**config.mk**
```make
export PLATFORM = sky130hd
export DESIGN_NAME = fifo_write_arbiter
export DESIGN_NICKNAME = d
export VERILOG_FILES = /design/src/rtl/fifo_arb_pkg.sv /design/src/rtl/rr_pick.sv /design/src/rtl/fifo_write_arbiter.sv
export SDC_FILE = /design/constraint.sdc
export NUM_CORES = 1
export LEC_CHECK = 0
export CAP_MARGIN = 40
export CORE_UTILIZATION = 38
export CTS_CLUSTER_DIAMETER = 30
export CTS_CLUSTER_SIZE = 16
export DETAILED_ROUTE_END_ITERATION = 8
export PLACE_DENSITY = 0.93
export SYNTH_ARGS = -nofsm -noshare
export SYNTH_HDL_FRONTEND = slang
export SYNTH_HIERARCHICAL = 1
export SYNTH_SLANG_ARGS = --single-unit
```
**constraint.sdc**
```tcl
create_clock -name clk -period 6 [get_ports clk]
set_clock_uncertainty 0.2 [all_clocks]
set_input_delay 0.9 -clock clk [delete_from_list [all_inputs] [get_ports clk]]
set_output_delay 0.9 -clock clk [all_outputs]
set_load 0.05 [all_outputs]
```
**src/rtl/fifo_arb_pkg.sv**
```systemverilog
// Shared types and elaboration-time helpers for the FIFO write-port arbiter.
package fifo_arb_pkg;

    typedef enum logic [0:0] {
        IDLE  = 1'b0,
        GRANT = 1'b1
    } arb_state_t;

    function automatic int clog2(input int value);
        int result;
        int remain;
        result = 0;
        remain = value - 1;
        while (remain > 0) begin
            result = result + 1;
            remain = remain >> 1;
        end
        return result;
    endfunction

    // A single requester still needs a one-bit index field.
    function automatic int id_width(input int num_req);
        return (num_req < 2) ? 1 : clog2(num_req);
    endfunction

    localparam int DEFAULT_NUM_REQ  = 4;
    localparam int DEFAULT_ID_WIDTH = id_width(DEFAULT_NUM_REQ);

endpackage

```
**src/rtl/rr_pick.sv**
```systemverilog
// Combinational round-robin picker: first set request after `last`, wrapping,
// so the previous winner is considered last.
module rr_pick
    import fifo_arb_pkg::*;
#(
    parameter int NUM_REQ  = DEFAULT_NUM_REQ,
    parameter int ID_WIDTH = DEFAULT_ID_WIDTH
) (
    input  logic [NUM_REQ-1:0]  req,
    input  logic [ID_WIDTH-1:0] last,
    output logic                found,
    output logic [ID_WIDTH-1:0] pick
);

    logic [ID_WIDTH-1:0] idx_s;
    logic                hit_s;

    // Priority scan starting one past the previous owner.
    always_comb begin
        found = 1'b0;
        pick  = {ID_WIDTH{1'b0}};
        idx_s = {ID_WIDTH{1'b0}};
        hit_s = 1'b0;
        for (int k = 1; k <= NUM_REQ; k++) begin
            idx_s = ID_WIDTH'((int'(last) + k) % NUM_REQ);
            hit_s = ~found & req[idx_s];
            pick  = hit_s ? idx_s : pick;
            found = found | hit_s;
        end
    end

endmodule

```
**src/rtl/fifo_write_arbiter.sv**
```systemverilog
// Round-robin, burst-bounded arbiter sharing one FIFO write port among producers.
// Define FIFO_ARB_SOURCE_TAG_EN to prepend the owner index to every FIFO word.
module fifo_write_arbiter
    import fifo_arb_pkg::*;
#(
    parameter int NUM_REQ    = 4,
    parameter int DATA_WIDTH = 8,
    parameter int MAX_BURST  = 4,
    localparam int ID_WIDTH  = id_width(NUM_REQ),
`ifdef FIFO_ARB_SOURCE_TAG_EN
    localparam int FIFO_WIDTH = DATA_WIDTH + ID_WIDTH
`else
    localparam int FIFO_WIDTH = DATA_WIDTH
`endif
) (
    input  logic                          clk,
    input  logic                          rst_n,
    input  logic [NUM_REQ-1:0]            req_valid,
    input  logic [NUM_REQ*DATA_WIDTH-1:0] req_data,
    output logic [NUM_REQ-1:0]            req_ready,
    output logic                          fifo_we,
    output logic [FIFO_WIDTH-1:0]         fifo_data,
    input  logic                          fifo_full,
    output logic                          grant_valid,
    output logic [ID_WIDTH-1:0]           grant_id
);

    localparam int BEAT_WIDTH = clog2(MAX_BURST) + 1;
    localparam logic [BEAT_WIDTH-1:0] LAST_BEAT = BEAT_WIDTH'(MAX_BURST - 1);
    localparam logic [ID_WIDTH-1:0]   LAST_INIT = ID_WIDTH'(NUM_REQ - 1);

    arb_state_t          state_r;
    logic [ID_WIDTH-1:0] owner_r;
    logic [ID_WIDTH-1:0] last_r;
    logic [BEAT_WIDTH-1:0] beats_r;

    logic [DATA_WIDTH-1:0] data_arr_s [NUM_REQ];
    logic                  owner_valid_s;
    logic                  xfer_s;
    logic                  release_s;
    logic [ID_WIDTH-1:0]   pick_last_s;
    logic                  found_s;
    logic [ID_WIDTH-1:0]   pick_s;

    // Unpack the flat payload bus into per-requester words.
    always_comb begin
        for (int i = 0; i < NUM_REQ; i++) begin
            data_arr_s[i] = req_data[i*DATA_WIDTH +: DATA_WIDTH];
        end
    end

    // Handshake decode; while granted the owner itself is the rotation origin.
    always_comb begin
        owner_valid_s = req_valid[owner_r];
        xfer_s        = 1'b0;
        release_s     = 1'b0;
        pick_last_s   = last_r;
        if (state_r == GRANT) begin
            xfer_s      = owner_valid_s & ~fifo_full;
            release_s   = (xfer_s & (beats_r == LAST_BEAT)) | ~owner_valid_s;
            pick_last_s = owner_r;
        end else begin
            pick_last_s = last_r;
        end
    end

    rr_pick #(
        .NUM_REQ  (NUM_REQ),
        .ID_WIDTH (ID_WIDTH)
    ) u_rr_pick (
        .req   (req_valid),
        .last  (pick_last_s),
        .found (found_s),
        .pick  (pick_s)
    );

    // Write-port drive; fifo_we stays up under full so the FIFO's own gating drops it.
    always_comb begin
        fifo_we     = 1'b0;
        fifo_data   = {FIFO_WIDTH{1'b0}};
        req_ready   = {NUM_REQ{1'b0}};
        grant_valid = 1'b0;
        grant_id    = {ID_WIDTH{1'b0}};
        if (state_r == GRANT) begin
            fifo_we            = owner_valid_s;
`ifdef FIFO_ARB_SOURCE_TAG_EN
            fifo_data          = {owner_r, data_arr_s[owner_r]};
`else
            fifo_data          = data_arr_s[owner_r];
`endif
            req_ready[owner_r] = xfer_s;
            grant_valid        = 1'b1;
            grant_id           = owner_r;
        end else begin
            grant_valid = 1'b0;
        end
    end

    // Grant state machine: acquire, count beats, release with same-cycle re-arbitration.
    always_ff @(posedge clk or negedge rst_n) begin
        if (!rst_n) begin
            state_r <= IDLE;
            owner_r <= {ID_WIDTH{1'b0}};
            last_r  <= LAST_INIT;
            beats_r <= {BEAT_WIDTH{1'b0}};
        end else begin
            case (state_r)
                IDLE: begin
                    if (found_s) begin
                        state_r <= GRANT;
                        owner_r <= pick_s;
                        last_r  <= pick_s;
                        beats_r <= {BEAT_WIDTH{1'b0}};
                    end
                end
                GRANT: begin
                    if (release_s) begin
                        if (found_s) begin
                            owner_r <= pick_s;
                            last_r  <= pick_s;
                            beats_r <= {BEAT_WIDTH{1'b0}};
                        end else begin
                            state_r <= IDLE;
                            last_r  <= owner_r;
                            beats_r <= {BEAT_WIDTH{1'b0}};
                        end
                    end else if (xfer_s) begin
                        beats_r <= beats_r + {{(BEAT_WIDTH-1){1'b0}}, 1'b1};
                    end
                end
                default: begin
                    state_r <= IDLE;
                    beats_r <= {BEAT_WIDTH{1'b0}};
                end
            endcase
        end
    end

endmodule

```
==> metrics.md <==
| Metric | Value |
|---|---|
| Status | finished clean |
| Antenna Violating Nets Remaining | 0 |
| Initial Util | 0.422 |
| WL final | ~2700 µm |
| Top_reg_cell synth | dfrtp_1 |
| Sequential share of the synthesized area | 0.233 |
| Mux contribution to synthesized area | 0.316 |
| Congestion Overflow GR | 0 |
| FFs w/ async S/R, synth | 1.00 |
| Fin crit share | 0.697 |
| Worst hold path class | reg -> reg |
| Most common cell on crit path | clkdlybuf4s50_1 |
| Cells on worst reg2reg path | 4 |
| Clk pin slew, worst setup/hold paths | approximately 50 ps |
| EDFF count, synth | 0 |
| RSZ-0062 raised after global routing | false |
| Cts hold-fix bufs | 0 |
| Finished Core Util | 0.695 |
| Ports | 55 |
| Drt via density | 5.44 |
| Distinct cells, synth | 32 |
| Final setup vio count | 0 |
| Flip-flop and latch count after synthesis | 8 |
| XOR/XNOR Fraction of Synth Area | 0 |
| Power density over the cells | around 480 mW/mm² |
| Clock Sinks | 8 |
| GP Congestion | 0.734 |
| Post-CTS setup buffer count | 0 |
| DRT Pass-1 Iters | 4 |
| Pin count of the biggest net entering global routing | 18 |
| Vias in the first global route | a little over 900 |
| Final min period | 4180 ps |
| Syn Inst Count | 86 |
| Diode count | 0 |
| Drt drc | 0 |
| Synth area leaders | dfrtp_1 (17%), mux4_2 (13%), mux4_1 (9.1%) |
| Worst relative slew slack | 0.595 |
| Design Area, Final | 0.00143 mm² |
| Dpl ws | approximately 1800 ps |
| Clock Latency Late Sink | around 250 ps |
| Worst Path Max Fanout | 8 |
| Largest family of logic cells by synthesized area | multiplexers |
| DIE HEIGHT | between 40 and 50 µm |
| Slowest stage delay, CP | between 800 and 900 ps |
| Leak Pwr | just under 0.6 nW |
| First-pass GRT wire length | roughly 4200 µm |
| Mapped cell area | between 800 and 900 µm² |
| Setup TNS | 0 ps |
| Die Width | 49.9 µm |
| Antenna violations before repair | 0 |
| Syn Nets | 127 |
| DP Area | approximately 0.0014 mm² |
| Max-Cap Viols | 0 |
| Final hold viol count | 0 |
| Area share of fa/ha/maj cells after synthesis | 0.0287 |
| Post-synth top area cell | dfrtp_1 |
| # rows | 16 |
| Share of layout cells above drive strength 1 | 0.123 |
| Die area | approximately 0.0025 mm² |
| CP max stage cell | clkdlybuf4s50_1 |
| NumNets Final | 181 |
| CTS resizes | 0 |
| Hold depth | 1 |
| Max frequency | about 240 MHz |
| Worst Path Arrival | 3080 ps |
| Vias | around 900 |
| Setup CP Type | in -> out |
| CP cell instances | clkdlybuf4s50_1, mux2i_1, o22a_1, clkinv_1, nand2b_1, nor3b_1, clkdlybuf4s50_1 |
| Clock Path Buffers | 2 |
| Simple-gate area share of the yosys netlist | 0.233 |
| H-tree Lvls | 1 |
| Routed len/inst | ~16 µm |
| Crit. End Element | primary output |
| Syn-to-layout area delta | 64.5% |
| Most frequent cell after synthesis | and2_1 |
| Critical Path RT | ~4900 ps |
| Worst Max-Slew Pin Slew | between 600 and 700 ps |
| Startpoint Class | input pin |
| Final HPWL DP | 2230 µm |
| YS warnings | 6 |
| Mean Syn Cell Area | approximately 10 µm² |
| Max rail drop VDD | about 0.00033 V |
| Synth Area in Compound Gates | 0.115 |
| Worst Setup Slack, final | between 1500 and 2000 ps |
| Gr usage total | 0.228 |
| Root Buffer | clkbuf_4 |
| Core area | a little over 0.002 mm² |
| CTS tree | done |
| Buffers added on ports | between 50 and 60 |
| Synth top area share | 0.172 |
| Fin. max-slew vios | 0 |
| Initial DRC count | 8 |
| Total CTS buffers | 3 |
| Commonest cells in the netlist | and2_1 (9), inv_1 (7), nand2b_1 (7) |
## power by group
part           switching, mW  total [mW]  internal (mW)
Sequential            0.0464       0.125         0.0791
Clock                 0.0164      0.0391         0.0228
Combinational          0.286       0.517          0.231
## critical path, delay by kind of cell
family          cells  cell delay, ps
buf+inv             3            1530
simple gates        2             300
compound gates      1             250
mux                 1             110
## flip-flops by register name, indices dropped and copies added (netlist names)
| signal | flops |
|---|---|
| beats_r | 3 |
| owner_r | 2 |
| state_r | 1 |
| last_r | 2 |
## per-stage QoR
| stage | std cells | power (mW) | hold slack, ps |
|---|---|---|---|
| CTS | 165 | 0.686 | 284 |
| finish | 165 | 0.681 | 280 |
| global placement | 162 | 0.625 | 265 |
| global route | 165 | 0.720 | 303 |
| detailed placement | 162 | 0.643 | 277 |
| floorplan | 86 | 0.501 | 257 |
## kinds of logic (layout without fill, tap and decap cells)
kind of cell / after synthesis / in the layout
AO/OA/AOI/OAI: 14 / 14
adder cells (fa/ha/maj): 2 / 2
buffers and inverters: 13 / 65
flip-flops: 8 / 8
multiplexers: 16 / 16
AND/OR/NAND/NOR: 33 / 33
## placed cells by master (no fill, tap or decap), drive strengths merged, types with 3 or more instances in the layout
| cell | n |
|---|---|
| clkdlybuf4s50 | 54 |
| and2 | 9 |
| nand2b | 8 |
| mux4 | 8 |
| inv | 7 |
| dfrtp | 6 |
| nand2 | 5 |
| mux2i | 5 |
| a21oi | 5 |
| mux2 | 3 |
| nor2 | 3 |
| clkbuf | 3 |
## cell type report
class                           count  area (µm²)
Inverter                            8        30.0
Tap cell                           27        33.8
Multi-Input combinational cell     65         603
Sequential cell                     8         203
Clock buffer                        3        22.5
Timing Repair Buffer               54         541
Fill cell                         152         629
## per-layer routing
layer / GRT usage / vias up / part of all wire
li1: - / 420 / -
met1: 0.241 / 436 / 0.40
met2: 0.446 / 40 / 0.54
met3: 0.0401 / 2 / 0.057
met4: 0.0714 / 0 / 0.0030
met5: 0 / - / 0
## final timing paths
| check | startpoint | end | slack (ps) |
|---|---|---|---|
| max | req_valid[3] | req_ready[2] | 1820 |
| min in group asynchronous | rst_n | beats_r[2] | 710 |
| min reg2reg | beats_r[0] | beats_r[0] | 280 |
| min | beats_r[0] | beats_r[0] | 280 |
| max reg2reg | owner_r[0] | owner_r[1] | 3850 |
| max in group asynchronous | rst_n | last_r[1] | 4590 |
No activity file was read; power rests on OpenSTA's default activity.
